$ cat src/rtl/rf_level_ctrl.sv
// Interrupt level sequencer: drains the pipe, pushes the running bank, switches to the irq bank, marks ra.
// Switch latency DrainCycles+2 stalled cycles after acceptance; mret pops in one cycle with no stall.
module rf_level_ctrl #(
  parameter int NumLevels   = 8,
  parameter int LevelsWidth = $clog2(NumLevels),
  parameter int DrainCycles = 3
) (
  input  logic                   clk,
  input  logic                   reset,
  input  logic                   irq_valid,
  input  logic [LevelsWidth-1:0] irq_prio,
  input  logic                   mret,
  output logic [LevelsWidth-1:0] level,
  output logic                   write_ra_en,
  output logic                   pipe_stall,
  output logic                   irq_ack,
  output logic [LevelsWidth-1:0] depth,
  output logic                   mret_err
);

  localparam int CntWidth = (DrainCycles > 1) ? $clog2(DrainCycles) : 1;

  typedef enum logic [1:0] {RUN, DRAIN, SWITCH, MARK} state_e;

  state_e                 state_q, state_d;
  logic [LevelsWidth-1:0] level_q, level_d;
  logic [LevelsWidth-1:0] depth_q, depth_d;
  logic [LevelsWidth-1:0] prio_q, prio_d;
  logic [CntWidth-1:0]    cnt_q, cnt_d;
  logic                   mret_err_q, mret_err_d;
  logic [LevelsWidth-1:0] stack_q [NumLevels];
  logic [LevelsWidth-1:0] stack_d [NumLevels];

  always_ff @(posedge clk or negedge reset) begin
    if (!reset) begin
      state_q    <= RUN;
      level_q    <= '0;
      depth_q    <= '0;
      prio_q     <= '0;
      cnt_q      <= '0;
      mret_err_q <= 1'b0;
      for (int i = 0; i < NumLevels; i++) stack_q[i] <= '0;
    end else begin
      state_q    <= state_d;
      level_q    <= level_d;
      depth_q    <= depth_d;
      prio_q     <= prio_d;
      cnt_q      <= cnt_d;
      mret_err_q <= mret_err_d;
      for (int i = 0; i < NumLevels; i++) stack_q[i] <= stack_d[i];
    end
  end

  always_comb begin
    state_d    = state_q;
    level_d    = level_q;
    depth_d    = depth_q;
    prio_d     = prio_q;
    cnt_d      = cnt_q;
    mret_err_d = 1'b0;
    for (int i = 0; i < NumLevels; i++) stack_d[i] = stack_q[i];
    case (state_q)
      RUN: begin
        // mret wins; a concurrent irq is re-judged next cycle against the popped level
        if (mret) begin
          if (depth_q != '0) begin
            level_d = stack_q[depth_q - LevelsWidth'(1)];
            depth_d = depth_q - LevelsWidth'(1);
          end else begin
            mret_err_d = 1'b1;
          end
        end else if (irq_valid && (irq_prio > level_q) &&
                     (depth_q < LevelsWidth'(NumLevels - 1))) begin
          prio_d  = irq_prio;
          cnt_d   = CntWidth'(DrainCycles - 1);
          state_d = DRAIN;
        end
      end
      DRAIN: begin
        if (cnt_q == '0) state_d = SWITCH;
        else             cnt_d   = cnt_q - CntWidth'(1);
      end
      SWITCH: begin
        stack_d[depth_q] = level_q;
        depth_d          = depth_q + LevelsWidth'(1);
        level_d          = prio_q;
        state_d          = MARK;
      end
      MARK:    state_d = RUN;
      default: state_d = RUN;
    endcase
  end

  always_comb begin
    pipe_stall  = (state_q != RUN);
    irq_ack     = (state_q == SWITCH);
    write_ra_en = (state_q == MARK);
    level       = level_q;
    depth       = depth_q;
    mret_err    = mret_err_q;
  end

endmodule

$ cat config.mk
export PLATFORM = sky130hd
export DESIGN_NAME = rf_level_ctrl
export DESIGN_NICKNAME = d
export VERILOG_FILES = /design/src/rtl/rf_level_ctrl.sv
export SDC_FILE = /design/constraint.sdc
export NUM_CORES = 1
export LEC_CHECK = 0
export BUFFER_PORTS_ARGS = -buffer_cell sky130_fd_sc_hd__buf_4
export CAP_MARGIN = 20
export CORE_MARGIN = 5
export CORE_UTILIZATION = 33
export CTS_BUF_LIST = sky130_fd_sc_hd__clkbuf_4
export DETAILED_ROUTE_END_ITERATION = 10
export GPL_ROUTABILITY_DRIVEN = 0
export PLACE_DENSITY_LB_ADDON = 0.1
export SYNTH_ARGS = -nofsm -noshare
export SYNTH_HDL_FRONTEND = slang
export SYNTH_SLANG_ARGS = --single-unit
$ cat constraint.sdc
create_clock -name clk -period 2.48 [get_ports clk]
set_clock_uncertainty 0.05 [all_clocks]
set_input_delay 0.496 -clock clk [delete_from_list [all_inputs] [get_ports clk]]
set_output_delay 0.496 -clock clk [all_outputs]
set_load 0.005 [all_outputs]
==> flow_summary.toml <==
[status]
status = "completed"

[clock_tree]
clk_pin_slew_worst_paths_ps = 120
numCtsBuffers = 5
cts_resized = 0
cts_max_path_buffers = 2
cts_tree = "built"
ctsHoldBuffers = 0
cts_max_level = 2
clk_latency_ps = 340
cts_root_buf = "clkbuf_4"
clock_sinks = 38
cts_setup_buffers = 0

[die]
die_h_um = 88.1
core_area_mm2 = 0.00592
start_util_pct = 34.0
die-area_mm2 = 0.00776
io-pin-count = 17
die_w_um = 88.1
fp-row-count = 28

[critical_path]
required_ps = 2660
path_buf_inv = 1
path_class = "reg2reg"
reg2reg_from = "level[1]"
crit_start = "level[1]"
crit_fanout = 7
worstPathArrival_ps = 2360
path_cells = "inv_1 > ha_1 > nor2b_1 > o21a_1 > o21ai_2 > a21oi_2 > mux2_1"
slowest_delay_ps = 510
startpoint_type = "flop"
slowest_stage = "dfrtp_1"
worstSetupEndpointType = "flop"
crit_family = "compound AO/OA/AOI/OAI gates"

[power]
leakage_nw = 1.05
ir_drop_mv = 0.392
power_density_mw_per_mm2 = 1320

[routing]
postRouteAntennaNets = 0
drt-initial-drc-count = 42
firstDrtPassIters = 4
viasPerCell = 5.08
wl_um = 4490
wl_per_cell_um = 16.9
vias = 1345
drc = 0

[sta]
hold_ws_ps = 49.6
hold_viol_final = 0
fin_tns_setup_ps = 0
worst_slew_margin_rel_pct = 62.6
period_share_pct = 87.9
drv_slew = 0
rsz0062_at_grt = "no"
fin_crit_ps = 2180
setup_viol = 0
worst_pin_slew_ps = 561
timing.fmax_mhz = 459

[yosys]
synthFlopType = "dfrtp_1"
mappedNetlistArea_mm2 = 0.00201
yosysSeqAreaShare_pct = 47.2
avgSynthCellArea_um2 = 11.8
synth-edff-count = 0
postSynthCellCount = 171
syn-num-nets = 189
yosysWarningCount = 0
ys_types = 41
ys_ff_latch = 38
async_reset_ff_share_pct = 100

[hold_path]
hold_path.class = "in2async"

[global_routing]
grt_pass1_wl_um = 7380
grt_pass1_vias = 1405
grt_overflow = 0
track_usage_pct = 12.7
antenna_found_initial = 0
grt_max_degree = 39

[placement]
dp_hpwl_um = 3440
portBuffers = 16
place_area_mm2 = 0.00220
placed_cells = 258

[cells_and_area]
final_cell_mix = "38 x dfrtp_1, 20 x nand2_1, 18 x mux2_2, 18 x buf_4, 12 x o21ai_0"
synthToLayoutAreaGrowth_pct = 12.9
stdcell_count = 265
postLayoutCellArea_mm2 = 0.00227
antenna_cells = 0
utilization_pct = 38.4
nNetsFinal = 208
drive_gt1_share_pct = 29.5
final_common_cell = "dfrtp_1"

[flow_run]
cap_viol_max_count = 0
-- cells by family after synthesis --
kind of cell	Yosys count	share of synthesized area [%]
XOR/XNOR	3	1.68
multiplexers	30	20.3
adder cells (fa/ha/maj)	11	6.84
buffers and inverters	17	4.10
AO/OA/AOI/OAI	29	8.95
flip-flops	38	47.2
AND/OR/NAND/NOR	43	10.9
-- sequential cells by signal, indices dropped and copies added, names as in the netlist --
register / count
prio_q: 3
mret_err: 1
level: 3
stack_q: 24
depth: 3
state_q: 2
cnt_q: 2
-- power breakdown --
part | internal [mW] | switching [mW]
clock network | 0.204 | 0.201
logic | 0.731 | 0.762
registers | 0.883 | 0.221
-- through the flow --
stage / total power, mW / worst slack, ps
after floorplan: 2.18 / 499
after global placement: 2.56 / 324
after detailed placement: 2.63 / 330
after CTS: 3.04 / 310
after global routing: 3.24 / 180
final: 3.00 / 299
-- cell usage after synthesis, types with 2 or more instances --
cell type / count / area (um2)
dfrtp_1: 38 / 951
nand2_1: 20 / 75.1
mux2_2: 18 / 203
o21ai_0: 12 / 60.1
ha_1: 11 / 138
inv_1: 10 / 37.5
mux4_2: 5 / 113
o21ai_1: 5 / 25.0
mux2i_1: 4 / 40.0
nor2_1: 4 / 15.0
buf_2: 3 / 15.0
nand3_1: 3 / 15.0
nand4_1: 3 / 18.8
nor3_1: 3 / 15.0
a21oi_1: 2 / 10.0
buf_6: 2 / 22.5
nor2b_1: 2 / 12.5
nor3b_1: 2 / 15.0
o21ai_2: 2 / 17.5
-- per-layer routing --
layer	vias to the layer above	wire length, um	track usage, %
li1	644	-	-
met1	672	2100	16.7
met2	23	2120	20.3
met3	6	199	3.39
met4	0	70	4.12
met5	-	0	0
-- layout make-up --
cell class	instances	area (um2)
clock inverters	2	33.8
flip-flops and latches	38	951
inverters	11	41.3
fillers	584	3650
clock buffers	5	37.5
multi-input cells	116	980
repair buffers	18	135
well taps	75	93.8
-- worst paths after layout --
| check | slack, ps | endpoint | depth (start not counted) |
|---|---|---|---|
| max in group asynchronous | 1960 | stack_q[7] | 1 |
| worst min register to register | 460 | stack_q[5] | 2 |
| worst max register to register | 300 | state_q[1] | 7 |
| min in group clk | 350 | prio_q[0] | 2 |
| worst max-delay path | 300 | state_q[1] | 7 |
| worst min-delay path | 50 | cnt_q[1] | 1 |
No activity file was read; power rests on OpenSTA's default activity.
